**config.mk**
```make
export PLATFORM = sky130hd
export DESIGN_NAME = vib_slot_sequencer
export DESIGN_NICKNAME = d
export VERILOG_FILES = /design/src/rtl/vib_slot_sequencer.sv
export SDC_FILE = /design/constraint.sdc
export NUM_CORES = 1
export LEC_CHECK = 0
export ABC_AREA = 1
export BUFFER_PORTS_ARGS = -buffer_cell sky130_fd_sc_hd__buf_2
export CORE_MARGIN = 2
export CORE_UTILIZATION = 51
export CTS_CLUSTER_DIAMETER = 100
export DETAILED_ROUTE_END_ITERATION = 8
export PLACE_DENSITY_LB_ADDON = 0.15
export SYNTH_ARGS = -nofsm -noshare
export SYNTH_HDL_FRONTEND = slang
export SYNTH_SLANG_ARGS = --single-unit
```
**constraint.sdc**
```tcl
create_clock -name clk -period 1.4 [get_ports clk]
set_input_delay 0.28 -clock clk [delete_from_list [all_inputs] [get_ports clk]]
set_output_delay 0.28 -clock clk [all_outputs]
set_load 0.02 [all_outputs]
```
**src/rtl/vib_slot_sequencer.sv**
```systemverilog
// Time-slot sequencer sharing one vibrato datapath across all operator slots of a sample.
// Sweeps slots once per sample tick, tags returning results, then pulses the LFO advance.
module vib_slot_sequencer #(
   parameter int NUM_SLOTS      = 18,
   parameter int REG_FNUM_WIDTH = 10,
   parameter int VIB_VAL_WIDTH  = 3,
   parameter int VIB_LATENCY    = 2,
   parameter int SLOT_W         = $clog2(NUM_SLOTS)
) (
   input  logic                      clk,
   input  logic                      reset,
   input  logic                      sample_clk_en,
   output logic [SLOT_W-1:0]         rd_slot,
   output logic                      rd_en,
   input  logic [REG_FNUM_WIDTH-1:0] fnum_in,
   input  logic                      dvb_in,
   output logic [REG_FNUM_WIDTH-1:0] vib_fnum,
   output logic                      vib_dvb,
   output logic                      lfo_tick,
   input  logic [VIB_VAL_WIDTH-1:0]  vib_val_in,
   output logic                      res_valid,
   output logic [SLOT_W-1:0]         res_slot,
   output logic [VIB_VAL_WIDTH-1:0]  res_vib_val,
   output logic                      sweep_done,
   output logic                      busy,
   output logic                      overrun,
   input  logic                      overrun_clr
);

   typedef enum logic [1:0] {
      ST_IDLE  = 2'd0,
      ST_ISSUE = 2'd1,
      ST_DRAIN = 2'd2,
      ST_TICK  = 2'd3
   } state_t;

   localparam logic [SLOT_W-1:0] LAST_SLOT = SLOT_W'(NUM_SLOTS - 1);

   state_t            state_r;
   state_t            state_s;
   logic [SLOT_W-1:0] slot_cnt_r;
   logic              pending_r;
   logic [VIB_LATENCY:0] tag_vld_r;
   logic [SLOT_W-1:0] tag_slot_r [0:VIB_LATENCY];
   logic              start_s;
   logic              issue_s;
   logic              tick_busy_s;
   logic              pop_vld_s;
   logic              pop_last_s;

   // Next-state logic and per-cycle control strobes.
   always_comb begin
      state_s     = state_r;
      start_s     = 1'b0;
      issue_s     = (state_r == ST_ISSUE);
      tick_busy_s = sample_clk_en && (state_r != ST_IDLE);
      pop_vld_s   = tag_vld_r[VIB_LATENCY];
      pop_last_s  = tag_vld_r[VIB_LATENCY] && (tag_slot_r[VIB_LATENCY] == LAST_SLOT);
      case (state_r)
         ST_IDLE: begin
            if (sample_clk_en || pending_r) begin
               state_s = ST_ISSUE;
               start_s = 1'b1;
            end else begin
               state_s = ST_IDLE;
            end
         end
         ST_ISSUE: begin
            if (slot_cnt_r == LAST_SLOT) begin
               state_s = ST_DRAIN;
            end else begin
               state_s = ST_ISSUE;
            end
         end
         // sweep_done marks the cycle the last result is on the outputs
         ST_DRAIN: begin
            if (sweep_done) begin
               state_s = ST_TICK;
            end else begin
               state_s = ST_DRAIN;
            end
         end
         ST_TICK: state_s = ST_IDLE;
         default: state_s = ST_IDLE;
      endcase
   end

   assign rd_en   = (state_r == ST_ISSUE);
   assign rd_slot = (state_r == ST_ISSUE) ? slot_cnt_r : {SLOT_W{1'b0}};

   // State, slot counter, tag pipe and registered outputs.
   always_ff @(posedge clk) begin
      if (reset) begin
         state_r     <= ST_IDLE;
         slot_cnt_r  <= {SLOT_W{1'b0}};
         pending_r   <= 1'b0;
         overrun     <= 1'b0;
         tag_vld_r   <= {(VIB_LATENCY + 1){1'b0}};
         for (int i = 0; i <= VIB_LATENCY; i++) begin
            tag_slot_r[i] <= {SLOT_W{1'b0}};
         end
         vib_fnum    <= {REG_FNUM_WIDTH{1'b0}};
         vib_dvb     <= 1'b0;
         lfo_tick    <= 1'b0;
         res_valid   <= 1'b0;
         res_slot    <= {SLOT_W{1'b0}};
         res_vib_val <= {VIB_VAL_WIDTH{1'b0}};
         sweep_done  <= 1'b0;
         busy        <= 1'b0;
      end else begin
         state_r <= state_s;

         if (start_s) begin
            slot_cnt_r <= {SLOT_W{1'b0}};
         end else if (issue_s && (slot_cnt_r != LAST_SLOT)) begin
            slot_cnt_r <= slot_cnt_r + SLOT_W'(1);
         end

         // A busy tick is remembered once; the sweep start consumes it
         if (start_s) begin
            pending_r <= 1'b0;
         end else if (tick_busy_s) begin
            pending_r <= 1'b1;
         end

         if (tick_busy_s) begin
            overrun <= 1'b1;
         end else if (overrun_clr) begin
            overrun <= 1'b0;
         end

         tag_vld_r[0]  <= issue_s;
         tag_slot_r[0] <= slot_cnt_r;
         for (int i = 1; i <= VIB_LATENCY; i++) begin
            tag_vld_r[i]  <= tag_vld_r[i-1];
            tag_slot_r[i] <= tag_slot_r[i-1];
         end

         if (issue_s) begin
            vib_fnum <= fnum_in;
            vib_dvb  <= dvb_in;
         end

         res_valid  <= pop_vld_s;
         sweep_done <= pop_last_s;
         if (pop_vld_s) begin
            res_slot    <= tag_slot_r[VIB_LATENCY];
            res_vib_val <= vib_val_in;
         end

         lfo_tick <= (state_s == ST_TICK);
         busy     <= (state_s != ST_IDLE);
      end
   end

endmodule
```
Yosys cells after proc, flatten, opt, wreduce, memory -nomap -nowiden. Memories as Yosys holds them, arrays and structs flattened. Index checks and enable logic that the tools add are counted.

Muxes and demuxes: 15. Add/subtract/negate cells: 1. Bitwise operators: 3. Reductions and logical operators: 9. Eq/ne operators: 7.

Operators with widths (number): two-way mux 5 bit (4); equality test 5 bit (second input constant) (2); two-way mux 1 bit (9); one-hot mux 2 bit (4 select lines) (1); equality test 2 bit (second input constant) (3); nonzero test 2 bit (3); adder 5 x 1 -> 5 bit (second input constant) (1); inequality test 5 bit (second input constant) (1); logical AND 1 bit (3); bitwise OR 1 bit (3); equality test 2 x 1 -> 1 bit (second input constant) (1); logical NOT 2 bit (1); two-way mux 2 bit (1); OR reduction 2 bit (1); logical OR 1 bit (1).

Flip-flop bits (word level): 35. Word-level logic and storage cells: 49. Memories kept: 1. Output and inout bits: 30. Bits of input ports: 18. Memory bits (writable): 15.

Memory list: tag_slot_r (depth 3, width 5, rd ports 3, clocked after Yosys merged registers in 0, wr ports 3, RTL line 44) `logic [SLOT_W-1:0] tag_slot_r [0:VIB_LATENCY];`.

Longest topological paths before layout. Gate-level depths: netlist of the first run.

Depth in word-level cells: 4. Gate-level depth with buffers: 8. Depth with buffers taken out: 8.

Least setup slack after synthesis of the first run. No wires, ideal clock.

Path kind: register to output. Start: register state_r[1]. End: output port rd_slot[1]. Arrival time: 0.986 ns. Buffers on the path: 2. Path slack: 0.134 ns. Stages on the path, launching flop included: 6. Required time: 1.120 ns. Cells stage by stage: dfxtp_1 inv_2 nand2_2 buf_6 buf_8 nor2_1.

Longest elaborated chain between the ends: 2.

RTL lines: start: declaration (RTL line 39) `state_t state_r;`; start signal: assignment (RTL line 111) `state_r <= state_s;`; equality test 2 x 1 -> 1 bit (RTL line 89) `assign rd_slot = (state_r == ST_ISSUE) ? slot_cnt_r : {SLOT_W{1'b0}};`; two-way mux 5 bit (RTL line 89); end: declaration (RTL line 13) `output logic [SLOT_W-1:0] rd_slot,`.

Every way passes these cells.

Worst setup path after layout of the first run.
Start: register state_r[1]. End: output port rd_slot[4].

Same word-level chain as after synthesis.

==> reports/results.ini, run 1 <==
[critical_path]
cp.arrival_ps=1150
critical_path.cell_chain=inv_4 -> nand2_8 -> nor2_4 -> buf_6
required_ps=1120
crit_path_start_kind=flop
path_max_fanout=8
endpoint_kind=output pin
slowest_stage=dfxtp_2
path_class=reg2out
crit_path_max_incr_delay_ps=360

[routing]
viasPerCell=4.64
ant_nets=0
wirelength_mm=3.50
firstDrtPassIters=4
remaining_drc_errors=0
wl_met3_um=251
met2_length_mm=1.70
wl_met1_mm=1.50
top_layer_used=met4
vias=1504
first_iter_violations=55
wl_per_cell_um=10.8

[pwr]
internal_power_uw=1790
netSwitchingFraction_pct=27.0
p_seq_share_pct=61.6
p_comb_share_pct=14.1
power_density_nw_per_um2=1090
clock_power_share_pct=24.4
ir_drop_v=0.000721
switchingPower_uw=660
p_leak_uw=0.00106
p_total_uw=2450

[cells_and_area]
final_common_cell=nor2_1
nets=298
fin_cells=324
layout_common_cells=53 x nor2_1, 44 x dfxtp_1, 41 x buf_2, 29 x inv_1, 28 x nand2_1
antenna_cells=0
syn2layout_area_growth_pct=24.7
drive_gt1_share_pct=33.5
fillers=304

[global_route]
grt_pass1_vias=1416
overflow=0
grt_pass1_wl_mm=5.80
antenna_found_initial=0
grt_usage_pct=18.5
grt_max_degree=23

[placement]
dp_slack_ps=119
portBuffers=47
place.gp.congestion=0.822
placed_cells=311
place_hpwl_mm=2.35

[hold_path]
hold_class=in2reg

[sta]
slew_headroom_pct=81.7
rsz0062_at_grt=true
maxSlewViolCount=0
period_needed_ps=1430
setup_viol=3
max_freq_mhz=700
clock_skew_ps=5.50
hold_slack_ps=130
worstMarginPinSlew_ps=274
finalHoldViolations=0
min_period_over_period_pct=102
finalSetupTns_ps=-51.0
setup_ws_ps=-27.6

[floorplan]
die_y_um=63.5
row_count=21
dieArea_um2=4030
io_pins=48
core_um2=3360
die_x_um=63.5
start_util_pct=53.6

[synth]
postSynthRegisterBits=50
synth_cells=222
synth.avg_cell_area_um2=8.13
ys_seq_area_share_pct=55.5
synth_area_um2=1800
synth_nets=242
ys_warn_count=0
synth_cell_types=23

[clock_network]
htreeDepth=2
clk_path_buf_depth=2
numClockSinks=50
cts_made_buffers=5
cts_tree=built
path_clk_slew_ps=130
cts-root-buf=clkbuf_4
cts_hold_buf=0
clk_latency_ps=360

[job]
maxCapViolCount=0

[outcome]
violations=setup timing
status=finished, violations left

-- synthesized netlist by cell type --
| master | number | area share [%] |
|---|---|---|
| buf_8 | 1 | 0.83 |
| nand3_1 | 7 | 1.9 |
| nand3_2 | 1 | 0.55 |
| dfxtp_1 | 50 | 55 |
| buf_6 | 1 | 0.62 |
| nor4_1 | 1 | 0.35 |
| clkbuf_1 | 2 | 0.42 |
| nor2_1 | 56 | 12 |
| nor2_2 | 6 | 2.1 |
| o21ai_2 | 6 | 2.9 |
| nand2_2 | 1 | 0.35 |
| clkbuf_2 | 1 | 0.28 |
| inv_2 | 2 | 0.42 |
| a21oi_1 | 7 | 1.9 |
| ha_1 | 2 | 1.4 |
| buf_4 | 2 | 0.83 |
| inv_1 | 30 | 6.2 |
| nand2_1 | 28 | 5.8 |
| nor3_1 | 1 | 0.28 |
| o21ai_0 | 13 | 3.6 |
| buf_2 | 1 | 0.28 |
| nor2_4 | 2 | 1.2 |
| a21oi_2 | 1 | 0.49 |
-- cell type report --
cell class              instances  area, um2  area share [%]
clock inverters                 2       10.0           0.445
well taps                      46       57.6            2.56
inverters                      32        128            5.67
clock buffers                   5       37.5            1.67
repair buffers                 57        348            15.5
multi-input cells             132        656            29.1
flip-flops and latches         50       1010            45.0
-- registers in the layout, indices dropped and copies added, names as in the netlist, 2 cells and up --
signal,cells
res_slot,5
res_vib_val,3
slot_cnt_r,5
state_r,2
tag_slot_r,15
tag_vld_r,3
vib_fnum,10
-- routing by layer --
metal	GRT usage, %	vias up
li1	-	785
met1	20.1	666
met2	32.8	46
met3	7.32	7
met4	5.71	0
met5	0	-
-- stage by stage --
step	area (um2)	utilization [%]
CTS	2220	66.1
global placement	2070	61.5
finish	2250	66.9
global route	2250	66.9
detailed placement	2070	61.5
floorplan	1800	-
-- power groups by stage --
stage          sequential, uW  clock [uW]  combinational, uW
2_1_floorplan            1580           0                173
3_3_place_gp             1540           0                307
3_5_place_dp             1540           0                311
4_1_cts                  1510         623                335
5_1_grt                  1510         684                379
6_report                 1510         596                345
-- what timing repair did --
item | in CTS | in global routing
endpoints found under the setup margin | 6 | 6
buffers inserted | 5 | 1
gates resized for setup | 24 | 7
pin swaps | 1 | 3
-- worst paths after layout --
kind / startpoint / end / slack, ps / depth (start not counted)
setup reg to reg: slot_cnt_r[1]$_SDFFE_PP0P_ / busy$_SDFF_PP0_ / 180 / 7
hold / removal: vib_val_in[0] / res_vib_val[0]$_SDFFE_PP0P_ / 130 / 3
setup / recovery: state_r[1]$_SDFF_PP0_ / rd_slot[4] / -30 / 4
hold reg to reg: tag_slot_r[0][3]$_SDFF_PP0_ / tag_slot_r[0][8]$_SDFF_PP0_ / 410 / 2
-- logic make-up (layout without fill, tap and decap cells) --
family / after synthesis / in the layout / synth area share (%)
adder cells (fa/ha/maj): 2 / 2 / 1.39
AO/OA/AOI/OAI: 27 / 27 / 8.95
flip-flops: 50 / 50 / 55.5
AND/OR/NAND/NOR: 103 / 103 / 24.3
buffers and inverters: 40 / 96 / 9.92
-- worst max-delay path, delay by kind of cell (launching register included) --
kind                   cells  cell delay, ps
flip-flops                 1             360
AND/OR/NAND/NOR            2             230
buffers and inverters      2             190
Power figures use the tool's default switching activity.
==> inputs of run 2 (changes only) <==
- CAP_MARGIN: default -> 10
- CTS_BUF_LIST: default -> sky130_fd_sc_hd__clkbuf_16
==> run 2 against run 1 <==
  * The run now ends clean
  * Design area is 0.56% lower
  * Sequential cell count stayed put
  * First-iteration DRC count is 3.6% higher
  * Total power is 19% higher
  * Sequential share of layout area is 0.084 points lower
==> reports/results.ini, run 2 (synthesis results as in run 1) <==
[clock_network]
cts_made_buffers=5  ; unchanged
cts_tree=built
cts_setup_buffers=0  ; -5
numClockSinks=50  ; unchanged
path_clk_slew_ps=60  ; -70 ps
htreeDepth=2  ; unchanged
clk_latency_ps=280  ; -80 ps
cts-root-buf=clkbuf_16
clk_path_buf_depth=2  ; unchanged

[routing]
wirelength_mm=3.21  ; -8.3%
firstDrtPassIters=4  ; unchanged
remaining_drc_errors=0  ; unchanged
wl_per_cell_um=10.1  ; -6.6%
first_iter_violations=57  ; +3.6%
viasPerCell=4.56  ; -1.7%
vias=1451  ; -3.5%
ant_nets=0  ; unchanged

[global_route]
use_met2_pct=31.2  ; -1.6 points
grt_usage_pct=17.5  ; -0.94 points
grt_pass1_vias=1347  ; -4.9%
top_usage_layer=met2
antenna_found_initial=0  ; unchanged
grt_pass1_wl_mm=5.53  ; -4.6%
grt.met3_usage_pct=6.25  ; -1.1 points
grt_max_degree=23  ; unchanged
use_met1_pct=19.3  ; -0.77 points
overflow=0  ; unchanged

[sta]
worstMarginPinSlew_ps=255  ; -19.1 ps
maxSlewViolCount=0  ; unchanged
hold_slack_ps=218  ; +87.5 ps
setup_viol=0  ; -3
clock_skew_ps=3.70  ; -1.81 ps
max_freq_mhz=729  ; +4.1%
period_needed_ps=1370  ; -56.2 ps
min_period_over_period_pct=98.0  ; -4.0 points
rsz0062_at_grt=true
finalHoldViolations=0  ; unchanged
slew_headroom_pct=83.0  ; +1.3 points

[floorplan]
start_util_pct=53.6  ; unchanged
io_pins=48  ; unchanged
die_x_um=63.5  ; unchanged
die_y_um=63.5  ; unchanged
row_count=21  ; unchanged
dieArea_um2=4030  ; unchanged
core_um2=3360  ; unchanged

[placement]
placed_cells=311  ; unchanged
place.gp.congestion=0.822  ; unchanged
place_hpwl_mm=2.35  ; unchanged
portBuffers=47  ; unchanged
placed_cell_area_um2=2070  ; unchanged

[cells_and_area]
register_area_um2=1010  ; -0.74%
largestRegisters=tag_slot_r x15, vib_fnum x10
multiInputGateArea_um2=638  ; -2.7%
layout_common_cells=56 x nor2_1, 46 x dfxtp_1, 42 x buf_2, 30 x inv_1, 28 x nand2_1
final_util_pct=66.5  ; -0.37 points
largest_register=tag_slot_r
antenna_cells=0  ; unchanged
fillers=302  ; -0.66%
final_common_cell=nor2_1
fin_cells=318  ; -1.9%
nets=292  ; -2.0%
syn2layout_area_growth_pct=24.0
drive_gt1_share_pct=29.8  ; -3.7 points
largest_reg_flops=15  ; unchanged
final_cell_area_um2=2240  ; -0.56%

[pwr]
power_density_nw_per_um2=1310  ; +20%
p_leak_uw=0.00106  ; about the same
ir_drop_v=0.000945  ; +31%

[critical_path]
cp.arrival_ps=1090  ; -60 ps
path_max_fanout=11  ; +3
path_class=reg2out
required_ps=1120  ; about the same
reg2reg_slack_ps=220  ; +40 ps
endpoint_kind=output pin
worst-r2r-cell-count=7  ; unchanged
crit_path_start_kind=flop

[hold_path]
min_path_cells=3  ; unchanged
hold_class=in2reg

[outcome]
status=finished clean

[job]
maxCapViolCount=0  ; unchanged

## run 2: critical path, cell delays in order, from the launching register on
cell     delay [ps]
dfxtp_2         340
inv_2            90
nand2_8          90
inv_4           130
buf_4           160
## run 2: path summary, 6_finish.rpt
path	to	from
max	rd_en	state_r[1]$_SDFF_PP0_
min	res_vib_val[0]$_SDFFE_PP0P_	vib_val_in[0]
max reg2reg	busy$_SDFF_PP0_	slot_cnt_r[1]$_SDFFE_PP0P_
min reg2reg	tag_slot_r[0][14]$_SDFF_PP0_	tag_slot_r[0][9]$_SDFF_PP0_
## run 2: what timing repair did
item / in CTS / in global routing
hold buffers: 0 / 0
gates resized for setup: 6 / 6
endpoints found under the setup margin: 6 / 6
## run 2: report_power, final
part	total [uW]	switching, uW	internal, uW
sequential	1510	29.4	1480
combinational	317	202	115
clock	1100	453	644
total	2920	684	2240
## run 2: final cells by class
cell class	count	share of cell area, %
clock buffer	5	5.59
clock inverter	2	0.447
tap	46	2.57
sequential	50	45.0
timing repair buffer	51	12.4
inverter	32	5.48
multi-input combinational	132	28.5
## run 2: metal layers
metal | up-vias | wire [um] | part of all wire [%]
li1 | 771 | - | -
met1 | 632 | 1440 | 45
met2 | 43 | 1510 | 47
met3 | 5 | 219 | 6.8
met4 | 0 | 44 | 1.4
met5 | - | 0 | 0
## run 2: metrics by stage
step	TNS (ps)	worst slack [ps]	total power (uW)
floorplan	0	134	1760
global placement	0	148	1840
detailed placement	0	119	1850
CTS	0	7.76	2960
global route	-31.5	-16.6	3060
finish	0	28.6	2920
